===== src/rtl/chunk_serial_adder_pkg.sv =====
// Shared types and helpers for the chunk-serial adder.
// Provides the FSM state type and a constant log2 function used to size
// the chunk counter in each instance.
package adder_pkg;

   typedef enum logic [1:0] {
      IDLE = 2'd0,
      RUN  = 2'd1,
      DONE = 2'd2
   } state_e;

   // Ceiling log2 for elaboration-time sizing; returns 0 for values <= 1.
   function automatic int clog2(input int value);
      int result;
      result = 0;
      for (int i = 0; i < 31; i++) begin
         if ((32'sd1 << i) < value) begin
            result = i + 1;
         end
      end
      return result;
   endfunction

endpackage


===== src/rtl/chunk_fadd.sv =====
// Combinational CHUNK-bit adder slice.
// Besides sum and carry-out it reports the carry into its MSB so the caller
// can derive signed overflow when this slice holds the operand MSB.
module chunk_fadd #(
   parameter int CHUNK = 4
) (
   input  logic [CHUNK-1:0] a,
   input  logic [CHUNK-1:0] b,
   input  logic             cin,
   output logic [CHUNK-1:0] sum,
   output logic             cout,
   output logic             c_msb
);

   logic [CHUNK:0] total_s;

   // Add the slice; the carry into the MSB is recovered from the MSB sum bit.
   always_comb begin
      total_s = {1'b0, a} + {1'b0, b} + {{CHUNK{1'b0}}, cin};
      sum     = total_s[CHUNK-1:0];
      cout    = total_s[CHUNK];
      c_msb   = a[CHUNK-1] ^ b[CHUNK-1] ^ total_s[CHUNK-1];
   end

endmodule


===== src/rtl/chunk_serial_adder.sv =====
// Multi-cycle ripple adder: adds two WIDTH-bit operands CHUNK bits per
// clock with the inter-chunk carry held in a register. Valid/ready
// handshakes on the operand and result sides.
// Optional feature: define SUB_MODE_EN to add the 'sub' port, which makes
// the block compute a-b (B inverted at accept, initial carry forced to 1).
module chunk_serial_adder
   import adder_pkg::*;
#(
   parameter int WIDTH = 16,
   parameter int CHUNK = 4
) (
   input  logic             clk,
   input  logic             rst,
   input  logic             in_valid,
   output logic             in_ready,
   input  logic [WIDTH-1:0] a,
   input  logic [WIDTH-1:0] b,
   input  logic             cin,
`ifdef SUB_MODE_EN
   input  logic             sub,
`endif
   output logic             out_valid,
   input  logic             out_ready,
   output logic [WIDTH-1:0] sum,
   output logic             cout,
   output logic             ovf
);

   localparam int SAFE_CHUNK = (CHUNK < 1) ? 1 : CHUNK;
   localparam int NCHUNK     = WIDTH / SAFE_CHUNK;
   localparam int CNT_W      = (NCHUNK > 1) ? clog2(NCHUNK) : 1;
   localparam logic [CNT_W-1:0] CNT_ONE  = CNT_W'(1);
   localparam logic [CNT_W-1:0] CNT_LAST = CNT_W'(NCHUNK - 1);

   if ((CHUNK < 1) || ((WIDTH % SAFE_CHUNK) != 0)) begin : g_param_check
      $error("chunk_serial_adder: WIDTH must be a positive multiple of CHUNK");
   end

   state_e             state_q, state_d;
   logic [CNT_W-1:0]   cnt_q, cnt_d;
   logic               carry_q, carry_d;
   logic [WIDTH-1:0]   a_q, a_d;
   logic [WIDTH-1:0]   b_q, b_d;
   logic [WIDTH-1:0]   sum_q, sum_d;
   logic               cout_q, cout_d;
   logic               ovf_q, ovf_d;
   logic               in_ready_q, in_ready_d;
   logic               out_valid_q, out_valid_d;

   int                 base_s;
   logic [CHUNK-1:0]   a_slice_s;
   logic [CHUNK-1:0]   b_slice_s;
   logic [CHUNK-1:0]   fa_sum_s;
   logic               fa_cout_s;
   logic               fa_cmsb_s;

   // Select the operand slices addressed by the chunk counter.
   always_comb begin
      base_s    = int'(cnt_q) * CHUNK;
      a_slice_s = a_q[base_s +: CHUNK];
      b_slice_s = b_q[base_s +: CHUNK];
   end

   chunk_fadd #(
      .CHUNK (CHUNK)
   ) u_fadd (
      .a     (a_slice_s),
      .b     (b_slice_s),
      .cin   (carry_q),
      .sum   (fa_sum_s),
      .cout  (fa_cout_s),
      .c_msb (fa_cmsb_s)
   );

   // Next-state and datapath update for the IDLE -> RUN -> DONE sequence.
   always_comb begin
      state_d     = state_q;
      cnt_d       = cnt_q;
      carry_d     = carry_q;
      a_d         = a_q;
      b_d         = b_q;
      sum_d       = sum_q;
      cout_d      = cout_q;
      ovf_d       = ovf_q;
      in_ready_d  = in_ready_q;
      out_valid_d = out_valid_q;

      case (state_q)
         IDLE: begin
            if (in_valid && in_ready_q) begin
               a_d = a;
`ifdef SUB_MODE_EN
               if (sub) begin
                  b_d     = ~b;
                  carry_d = 1'b1;
               end else begin
                  b_d     = b;
                  carry_d = cin;
               end
`else
               b_d     = b;
               carry_d = cin;
`endif
               cnt_d       = '0;
               sum_d       = '0;
               cout_d      = 1'b0;
               ovf_d       = 1'b0;
               in_ready_d  = 1'b0;
               out_valid_d = 1'b0;
               state_d     = RUN;
            end else begin
               in_ready_d = 1'b1;
               state_d    = IDLE;
            end
         end

         RUN: begin
            sum_d[base_s +: CHUNK] = fa_sum_s;
            carry_d                = fa_cout_s;
            if (cnt_q == CNT_LAST) begin
               cout_d      = fa_cout_s;
               ovf_d       = fa_cout_s ^ fa_cmsb_s;
               cnt_d       = '0;
               out_valid_d = 1'b1;
               state_d     = DONE;
            end else begin
               cnt_d   = cnt_q + CNT_ONE;
               state_d = RUN;
            end
         end

         DONE: begin
            if (out_ready) begin
               out_valid_d = 1'b0;
               in_ready_d  = 1'b1;
               state_d     = IDLE;
            end else begin
               out_valid_d = 1'b1;
               state_d     = DONE;
            end
         end

         default: begin
            out_valid_d = 1'b0;
            in_ready_d  = 1'b1;
            cnt_d       = '0;
            state_d     = IDLE;
         end
      endcase
   end

   // State and datapath registers with synchronous reset.
   always_ff @(posedge clk) begin
      if (rst) begin
         state_q     <= IDLE;
         cnt_q       <= '0;
         carry_q     <= 1'b0;
         a_q         <= '0;
         b_q         <= '0;
         sum_q       <= '0;
         cout_q      <= 1'b0;
         ovf_q       <= 1'b0;
         in_ready_q  <= 1'b1;
         out_valid_q <= 1'b0;
      end else begin
         state_q     <= state_d;
         cnt_q       <= cnt_d;
         carry_q     <= carry_d;
         a_q         <= a_d;
         b_q         <= b_d;
         sum_q       <= sum_d;
         cout_q      <= cout_d;
         ovf_q       <= ovf_d;
         in_ready_q  <= in_ready_d;
         out_valid_q <= out_valid_d;
      end
   end

   assign in_ready  = in_ready_q;
   assign out_valid = out_valid_q;
   assign sum       = sum_q;
   assign cout      = cout_q;
   assign ovf       = ovf_q;

endmodule


===== config.mk =====
export PLATFORM = sky130hd
export DESIGN_NAME = chunk_serial_adder
export DESIGN_NICKNAME = d
export VERILOG_FILES = /design/src/rtl/chunk_serial_adder_pkg.sv /design/src/rtl/chunk_fadd.sv /design/src/rtl/chunk_serial_adder.sv
export SDC_FILE = /design/constraint.sdc
export NUM_CORES = 1
export LEC_CHECK = 0
export ABC_AREA = 1
export CELL_PAD_IN_SITES_DETAIL_PLACEMENT = 2
export CELL_PAD_IN_SITES_GLOBAL_PLACEMENT = 2
export CORE_MARGIN = 10
export CORE_UTILIZATION = 26
export CTS_CLUSTER_DIAMETER = 50
export DETAILED_ROUTE_END_ITERATION = 6
export GPL_TIMING_DRIVEN = 0
export PLACE_DENSITY = 0.8
export SYNTH_ARGS = -nofsm -noshare
export SYNTH_HDL_FRONTEND = slang
export SYNTH_HIERARCHICAL = 1
export SYNTH_SLANG_ARGS = --single-unit

===== constraint.sdc =====
create_clock -name clk -period 2.3 [get_ports clk]
set_input_delay 0.345 -clock clk [delete_from_list [all_inputs] [get_ports clk]]
set_output_delay 0.345 -clock clk [all_outputs]
set_load 0.02 [all_outputs]

==> run_results.csv, run 1 <==
group,metric,value,unit
timing,worstMarginPinSlew,0.467,ns
floorplanning,initial_utilization,26.5,%
power,p_leak,1.83,nW
detailed_routing,drtPass1Iterations,4,
worst_hold_path,min_path_type,"flop to flop",
clock_network,cts_tree,"done",
finish,antenna_cells,0,
clock_network,htreeDepth,3,
clock_network,clock_path_buffers,2,
detailed_routing,drt-vias-per-instance,4.77,
clock_network,cts_buffers,9,
synth,synth_area_leaders,"dfxtp_1, a21oi_1, inv_1",
synth,syn_nets,480,
floorplanning,fp.coreArea,0.0114,mm²
global_route,antenna_found_initial,0,
power,power,3.55,mW
floorplanning,io_pins,57,
floorplanning,die_y,128,µm
finish,nFillCells,1313,
finish,final_common_cell,"inv_1",
timing,setup_slack,-0.146,ns
detailed_routing,drcViolationCount,0,
floorplanning,dieArea,0.0163,mm²
place,dp_cells,627,
timing,slew_violations,0,
timing,finalHoldViolations,0,
critical_path,r2r_slack,-0.15,ns
finish,final_util,38.4,%
place,globalplace.congestion,0.784,
outcome,violations,"setup timing",
critical_path,r2r-start,"cnt_q[0]",
timing,fin_worst_skew,0.0121,ns
worst_hold_path,holdPathEnd,"b_q[1]",
critical_path,regToRegEndpoint,"ovf",
finish,multi_input_area,0.00159,mm²
place,io_buffers,56,
finish,instances_no_fill,656,
critical_path,required,2.51,ns
global_route,grt_max_degree,13,
synth,seq_area_frac_synth,37.9,%
outcome,status,"finished with violations",
synth,synth.avg_cell_area,7.03,µm²
timing,setup_violations,14,
critical_path,critPathKind,"flop to flop",
place,hpwl,7830,µm
detailed_routing,vias,3127,
synth,synth.cell_area,0.00301,mm²
run,drv_cap,0,
worst_hold_path,min-delay-start,"b_q[1]",
critical_path,cp_max_fo,7,
finish,nets,560,
floorplanning,fp-row-count,39,
synth,synth_cell_types,22,
synth,synth.top_cell.area_share,37.9,%
timing,clock.fmax,0.409,GHz
worst_hold_path,hold_depth,2,
clock_network,clk_pin_slew,0.05,ns
global_route,grt_pass1_wl,18500,µm
critical_path,r2r_cells,14,
clock_network,cts.sinks,57,
finish,final_cell_mix,"inv_1, nand2_1, clkdlybuf4s50_1",
detailed_routing,wl,11800,µm
synth,yosysTopAreaCell,"dfxtp_1",
timing,rsz0062_at_grt,"true",
timing,period_share,106,%
critical_path,worst_ep_arrival_time,2.66,ns
timing,fin_crit,2.45,ns
place,pre_cts_ws,-0.599,ns
finish,areaGrowthSynthToFinish,45.1,%
finish,seq_area,0.00115,mm²
power,peakVddDrop,362,µV
synth,ys_warn_count,6,
clock_network,clk_latency,0.34,ns
synth,yosys_register_bits,57,
floorplanning,chipWidth,128,µm
clock_network,cts_root_buf,"clkbuf_16",
synth,synth_cells,428,
critical_path,worstSetupEndpointType,"flop",
detailed_routing,antenna_left,0,
critical_path,start_kind,"flop",
detailed_routing,wl_per_cell,18.0,µm
finish,drive_gt1_share,18.5,%
global_route,first_global_vias,3580,
power,power_density,813,mW/mm²
detailed_routing,dr.first_iter.drc_count,166,
finish,final_area,0.00437,mm²
global_route,overflow,0,
place,placed_area,0.00376,mm²
timing,slew-limit-headroom,68.8,%
global_route,track_usage,14.3,%
[metrics by stage]
| stage | setup TNS, ns | hold WS [ns] |
|---|---|---|
| 3_5_place_dp | -6.53 | 0.443 |
| 6_report | -1.30 | 0.450 |
| 5_1_grt | -2.87 | 0.479 |
| 4_1_cts | -0.797 | 0.452 |
| 2_1_floorplan | 0 | 0.414 |
| 3_3_place_gp | -5.05 | 0.435 |
[layer usage]
layer  vias to the layer above  track usage, %  routed length (µm)
li1                       1510               -                   -
met1                      1540            15.8                5080
met2                        59            26.4                6130
met3                        18            3.14                 377
met4                         0            4.89                 219
met5                         -               0                   0
[repair_timing]
item	CTS	global route
hold buffers	0	0
resized for setup	41	19
cloned	1	0
buffers inserted	10	3
pin swaps	31	10
setup endpoints to repair	19	15
[layout make-up]
cell class	count	area share, %
multi-input combinational	276	36.3
buffer	18	3.75
timing repair buffer	70	16.1
clock inverter	4	0.631
inverter	76	6.88
clock buffer	12	5.88
tap	143	4.10
sequential	57	26.3
[worst max path at each step]
stage / start / to / slack, ns
floorplan: cnt_q[0] / sum[2] / 0.02
global placement: cnt_q[1] / sum[6] / -0.48
detailed placement: cnt_q[1] / sum[2] / -0.60
CTS: cnt_q[0] / sum[6] / -0.14
global route: cnt_q[0] / ovf / -0.25
finish: cnt_q[0] / ovf / -0.15
[flip-flops by register name, indices dropped and copies added (netlist names), 2 cells and up]
signal / flops
sum: 16
state_q: 2
b_q: 16
a_q: 16
cnt_q: 2
[kinds of logic after synthesis]
| family | Yosys count | synth area share (%) |
|---|---|---|
| DFF | 57 | 37.9 |
| adders and majority gates | 15 | 6.74 |
| and+or+nand+nor | 148 | 22.1 |
| xor gates and xnor gates | 1 | 0.291 |
| AOI/OAI and AO/OA | 112 | 18.6 |
| buffers and inverters | 95 | 14.3 |
[cell usage after synthesis]
library cell / instances
inv_1: 74
nand2_1: 71
a21oi_1: 65
dfxtp_1: 57
nor2_1: 50
o21ai_0: 47
ha_1: 13
nand3_1: 12
buf_6: 8
clkbuf_1: 5
buf_2: 4
nand3_4: 4
nor3_1: 4
buf_4: 2
fa_1: 2
inv_2: 2
nand2_4: 2
nand3_2: 2
and2_1: 1
nand4_1: 1
or2_2: 1
xnor2_1: 1
[power breakdown]
group | switching (mW) | total [mW] | internal [mW]
sequential | 0.0662 | 1.17 | 1.10
combinational | 0.632 | 1.09 | 0.458
clock | 0.508 | 1.29 | 0.786
[critical path, cell delays in order, from the launching register on]
cell and delay, ns:
dfxtp_4 0.40, clkinv_8 0.08, buf_8 0.13, o21ai_2 0.12, a21oi_2 0.06, a21oi_2 0.19, fa_2 0.27, inv_2 0.05
fa_2 0.42, o21ai_4 0.25, nand2_2 0.10, nand2_1 0.08, nor2_2 0.05, nand2_1 0.06, a21oi_2 0.05
No activity file was read; power rests on OpenSTA's default activity.
==> run 2: changes to the inputs <==
--- a/config.mk
+++ b/config.mk
@@ -14,6 +14,8 @@
 export DETAILED_ROUTE_END_ITERATION = 6
 export GPL_TIMING_DRIVEN = 0
 export PLACE_DENSITY = 0.8
+export SETUP_SLACK_MARGIN = 0.5
+export SKIP_LAST_GASP = 1
 export SYNTH_ARGS = -nofsm -noshare
 export SYNTH_HDL_FRONTEND = slang
 export SYNTH_HIERARCHICAL = 1
==> run 2 against run 1 <==
  * The flow still finishes with violations (setup timing)
  * Maximum frequency increased by 4.1%
  * Hold slack better by 0.0068 ns
  * Non-clock buffer count fell by 6
  * Total power shrank 3.0%
==> run_results.csv, run 2 (synthesized netlist as in run 1, its figures left out) <==
group,metric,value,unit
outcome,status,"finished with violations",
outcome,violations,"setup timing",
global_route,overflow,0,
power,p_clk_share,36.6,%
clock_network,htreeDepth,3,
power,p_leak,1.78,nW
floorplanning,fp.coreArea,0.0114,mm²
power,seqPwrFrac,33.7,%
finish,final_cell_mix,"inv_1, nand2_1, dfxtp_1, clkdlybuf4s50_1, a21oi_1",
finish,final_area,0.00432,mm²
timing,fin_worst_skew,0.00863,ns
floorplanning,chipWidth,128,µm
place,pre_cts_ws,-0.297,ns
timing,clock.fmax,0.426,GHz
detailed_routing,drtPass1Iterations,4,
finish,multi_input_area,0.00163,mm²
clock_network,cts_buffers,9,
timing,setup_violations,8,
global_route,first_global_vias,3454,
floorplanning,fp-row-count,39,
floorplanning,die_y,128,µm
place,globalplace.congestion,0.832,
timing,finalHoldViolations,0,
power,switching_share,33.8,%
critical_path,required,2.57,ns
power,peakVddDrop,282,µV
detailed_routing,antenna_left,0,
clock_network,cts.sinks,57,
place,hpwl,7870,µm
finish,seq_area,0.00115,mm²
floorplanning,dieArea,0.0163,mm²
finish,final_util,38.0,%
floorplanning,io_pins,57,
detailed_routing,drt-vias-per-instance,4.62,
critical_path,start_kind,"flop",
power,power,3.45,mW
clock_network,clock_path_buffers,2,
global_route,antenna_found_initial,0,
finish,antenna_cells,0,
finish,final_common_cell,"inv_1",
run,drv_cap,0,
timing,slew-limit-headroom,70.6,%
finish,nets,554,
power,power_density,798,mW/mm²
timing,slew_violations,0,
critical_path,critPathKind,"flop to flop",
global_route,grt_max_degree,13,
critical_path,worst_ep_arrival_time,2.62,ns
timing,period_share,102,%
critical_path,worstSetupEndpointType,"flop",
finish,nFillCells,1339,
clock_network,cts_root_buf,"clkbuf_16",
detailed_routing,wl_per_cell,16.2,µm
detailed_routing,vias,3004,
detailed_routing,drcViolationCount,0,
floorplanning,initial_utilization,26.5,%
timing,fin_crit,2.35,ns
clock_network,clk_pin_slew,0.06,ns
critical_path,cp_max_fo,8,
power,power.switching,1.17,mW
clock_network,cts_tree,"done",
global_route,track_usage,13.2,%
clock_network,clk_latency,0.34,ns
finish,drive_gt1_share,18.3,%
clock_network,hold_buffers,0,
power,p_int,2.28,mW
place,placed_area,0.00379,mm²
worst_hold_path,min_path_type,"flop to flop",
finish,areaGrowthSynthToFinish,43.5,%
detailed_routing,dr.first_iter.drc_count,66,
timing,worstMarginPinSlew,0.442,ns
detailed_routing,wl,10500,µm
global_route,grt_pass1_wl,17100,µm
timing,setup_slack,-0.0495,ns
place,io_buffers,56,
power,combPwrFrac,29.6,%
timing,rsz0062_at_grt,"true",
==> run 2: repair_timing <==
action | in CTS | in global routing
cloned | 0 | 0
buffers inserted | 6 | 1
endpoints found under the setup margin | 19 | 24
pin swaps | 25 | 11
resized for setup | 26 | 21
==> run 2: layer usage <==
layer	up-vias	track usage [%]	wire length (µm)
met2	47	24.4	5500
met3	12	3.68	436
met4	0	4.89	167
li1	1492	-	-
met5	-	0	0
met1	1453	13.7	4400
==> run 2: worst paths after layout <==
path,end,from,slack [ns],cells past startpoint
worst max-delay path,sum[6],cnt_q[0],-0.05,14
worst min-delay path,a_q[15],a_q[15],0.46,2
worst max register to register,sum[6],cnt_q[0],-0.05,14
worst min register to register,a_q[15],a_q[15],0.46,2
==> run 2: metrics by stage <==
stage                     hold WS, ns  TNS (ns)  std cells
after CTS                       0.455    -0.455        649
after global placement          0.433     -2.54        627
after detailed placement        0.446     -3.14        627
final                           0.456    -0.234        650
after global routing            0.478     -1.43        650
after floorplan                 0.407         0        428
==> run 2: power by group through the flow <==
stage / combinational [mW] / clock, mW / sequential [mW]
finish: 1.02 / 1.26 / 1.16
detailed placement: 0.908 / 0 / 1.18
CTS: 0.995 / 1.29 / 1.16
floorplan: 0.525 / 0 / 1.22
global placement: 0.867 / 0 / 1.18
global route: 1.14 / 1.33 / 1.18
==> run 2: critical path: stages, from the launching register on <==
cell and delay (ns):
dfxtp_4 0.34, buf_6 0.12, inv_8 0.04, buf_8 0.13, o21ai_4 0.14, a21oi_4 0.06, a21oi_4 0.16, fa_2 0.26
inv_2 0.04, fa_2 0.38, xnor2_2 0.20, nand3_2 0.12, nor2_1 0.13, o21ai_1 0.07, nor2_1 0.08
==> run 2: final cells by class <==
class                           count  share of cell area [%]
Clock buffer                       10                    5.54
Timing Repair Buffer               63                    14.3
Multi-Input combinational cell    276                    37.8
Inverter                           76                    6.84
Tap cell                          143                    4.14
Sequential cell                    57                    26.6
Buffer                             19                    3.88
Clock inverter                      6                    1.01
==> run 3: changes to the inputs <==
--- a/config.mk
+++ b/config.mk
@@ -8,7 +8,6 @@
 export ABC_AREA = 1
 export CELL_PAD_IN_SITES_DETAIL_PLACEMENT = 2
 export CELL_PAD_IN_SITES_GLOBAL_PLACEMENT = 2
-export CORE_MARGIN = 10
 export CORE_UTILIZATION = 26
 export CTS_CLUSTER_DIAMETER = 50
 export DETAILED_ROUTE_END_ITERATION = 6
==> run 3 against run 2 <==
  * The run still ends with setup timing left
  * Register-to-register slack got worse by 0.17 ns
  * Hold slack got worse by 0.0095 ns
  * Maximum frequency decreased by 6.9%
  * Global-route usage is 7.3 points higher
  * First-iteration DRC count increased by 12%
  * Critical endpoint unchanged
  * Largest power group unchanged
==> run_results.csv, run 3 (synthesized netlist as in run 1, its figures left out) <==
group,metric,value,unit
outcome,status,"finished with violations",
outcome,violations,"setup timing",
global_route,grt_pass1_wl,17900,µm
timing,period_share,110,%
timing,fin_worst_skew,0.00794,ns
finish,drive_gt1_share,21.1,%
timing,worstMarginPinSlew,0.395,ns
finish,instances_no_fill,652,
clock_network,clk_latency,0.33,ns
clock_network,cts_root_buf,"clkbuf_16",
detailed_routing,vias,3065,
detailed_routing,dr.first_iter.drc_count,74,
clock_network,cts_buffers,9,
power,seqPwrFrac,30.0,%
global_route,track_usage,20.4,%
timing,slew-limit-headroom,73.7,%
critical_path,critPathKind,"flop to flop",
place,io_buffers,56,
floorplanning,io_pins,57,
critical_path,cpPeakStageDelay,0.41,ns
timing,setup_slack,-0.223,ns
global_route,use_met3,3.44,%
finish,final_util,40.9,%
critical_path,r2r-start,"cnt_q[0]",
finish,areaGrowthSynthToFinish,50.5,%
power,power_density,856,mW/mm²
finish,antenna_cells,0,
place,placed_area,0.00379,mm²
detailed_routing,wl,11500,µm
power,peakVddDrop,291,µV
global_route,antenna_found_initial,0,
critical_path,crit_path_top_delay_cell,"fa_2",
critical_path,worstSetupEndpointType,"flop",
global_route,grt_use_met2,39.4,%
clock_network,clock_path_buffers,2,
timing,slew_violations,0,
power,power.switching,1.21,mW
detailed_routing,antenna_left,0,
floorplanning,dieArea,0.0120,mm²
place,pre_cts_ws,-0.251,ns
critical_path,path_buf_inv,5,
floorplanning,fp-row-count,38,
place,dp_cells,624,
power,combPwrFrac,29.7,%
critical_path,cp-startpoint,"cnt_q[0]",
global_route,top_usage_layer,"met2",
clock_network,htreeDepth,3,
critical_path,critical_path.top_delay_family,"adder cells",
timing,setup_violations,14,
finish,nets,559,
global_route,overflow,0,
finish,final_area,0.00453,mm²
critical_path,crit_path_end,"sum[6]",
detailed_routing,drcViolationCount,0,
critical_path,r2r_slack,-0.22,ns
critical_path,regToRegEndpoint,"sum[6]",
detailed_routing,drt-vias-per-instance,4.70,
detailed_routing,wl_per_cell,17.6,µm
clock_network,cts.sinks,57,
run,drv_cap,0,
critical_path,start_kind,"flop",
power,p_leak,1.90,nW
timing,finalSetupTns,-1.41,ns
critical_path,required,2.57,ns
critical_path,cp.depth,15,
power,p_clk_share,40.3,%
worst_hold_path,min_path_type,"flop to flop",
global_route,first_global_vias,3424,
clock_network,cts_tree,"done",
power,switching_share,31.3,%
floorplanning,fp.coreArea,0.0111,mm²
floorplanning,chipWidth,110,µm
finish,final_cell_mix,"inv_1, nand2_1, clkdlybuf4s50_1",
floorplanning,die_y,110,µm
timing,rsz0062_at_grt,"true",
timing,finalHoldViolations,0,
critical_path,worst_ep_arrival_time,2.79,ns
place,globalplace.congestion,0.833,
global_route,met1_usage,22.1,%
critical_path,cp_max_fo,5,
power,p_int,2.66,mW
critical_path,crit_path_cell_trace,"buf_8 -> inv_8 -> buf_8 -> o21ai_2 -> a21oi_2 -> a21oi_2 -> fa_2 -> inv_2 -> fa_2 -> xnor2_2 -> buf_4 -> nand3_4 -> nor2_1 -> o21ai_1 -> nor2_1",
clock_network,clk_pin_slew,0.05,ns
global_route,grt_max_degree,13,
timing,clock.fmax,0.396,GHz
clock_network,hold_buffers,0,
floorplanning,initial_utilization,27.2,%
timing,fin_crit,2.52,ns
critical_path,r2r_cells,15,
finish,final_common_cell,"inv_1",
place,hpwl,7180,µm
detailed_routing,drtPass1Iterations,4,
[run 3: cell count changes in the layout (fill, tap and decap cells not counted), moves of 2 or more]
cell,change
nor2_1,-5
nand2_4,+3
o21ai_2,+3
buf_12,+2
nor2_2,+3
nand2_2,-2
o21ai_0,-2
bufinv_16,+3
clkinvlp_4,-3
nor2_4,+2
inv_4,+2
[run 3: repair_timing]
action | in CTS | in global routing
pin swaps | 32 | 13
endpoints found under the setup margin | 19 | 32
cloned | 2 | 0
buffers inserted | 7 | 3
gates resized for setup | 46 | 27
[run 3: power groups by stage]
stage	Combinational [mW]	Clock (mW)	Sequential, mW
after detailed placement	0.898	0	1.18
final	1.15	1.56	1.16
after CTS	1.04	1.57	1.16
after global routing	1.26	1.61	1.18
after floorplan	0.525	0	1.22
after global placement	0.861	0	1.18
[run 3: layer usage]
metal / share of wire [%] / wire length, µm / vias up
met5: 0 / 0 / -
li1: - / - / 1502
met1: 40 / 4610 / 1482
met2: 55 / 6270 / 58
met4: 2.9 / 339 / 0
met3: 2.3 / 266 / 23
[run 3: worst min-delay path: stages, from the launching register on]
cell	delay, ns
dfxtp_1	0.31
inv_1	0.05
a21oi_1	0.05
[run 3: worst min path at each step]
stage	from	end	depth (start not counted)
after detailed placement	b_q[10]	b_q[10]	2
after global placement	a_q[10]	a_q[10]	2
after floorplan	rst	cnt_q[1]	1
after CTS	b_q[10]	b_q[10]	2
after global routing	b_q[14]	b_q[14]	2
final	b_q[10]	b_q[10]	2
[run 3: stage by stage]
| stage | hold slack (ns) | total power [mW] |
|---|---|---|
| 2_1_floorplan | 0.407 | 1.75 |
| 3_3_place_gp | 0.433 | 2.04 |
| 3_5_place_dp | 0.440 | 2.08 |
| 4_1_cts | 0.448 | 3.78 |
| 5_1_grt | 0.480 | 4.04 |
| 6_report | 0.447 | 3.88 |
[run 3: area by class of cell]
type / count / area (µm²)
well taps: 140 / 175
inverters: 76 / 298
fillers: 1266 / 6550
clock buffers: 11 / 243
repair inverters: 1 / 6.26
multi-input cells: 276 / 1690
flip-flops and latches: 57 / 1150
clock inverters: 5 / 103
repair buffers: 67 / 684
plain buffers: 19 / 185
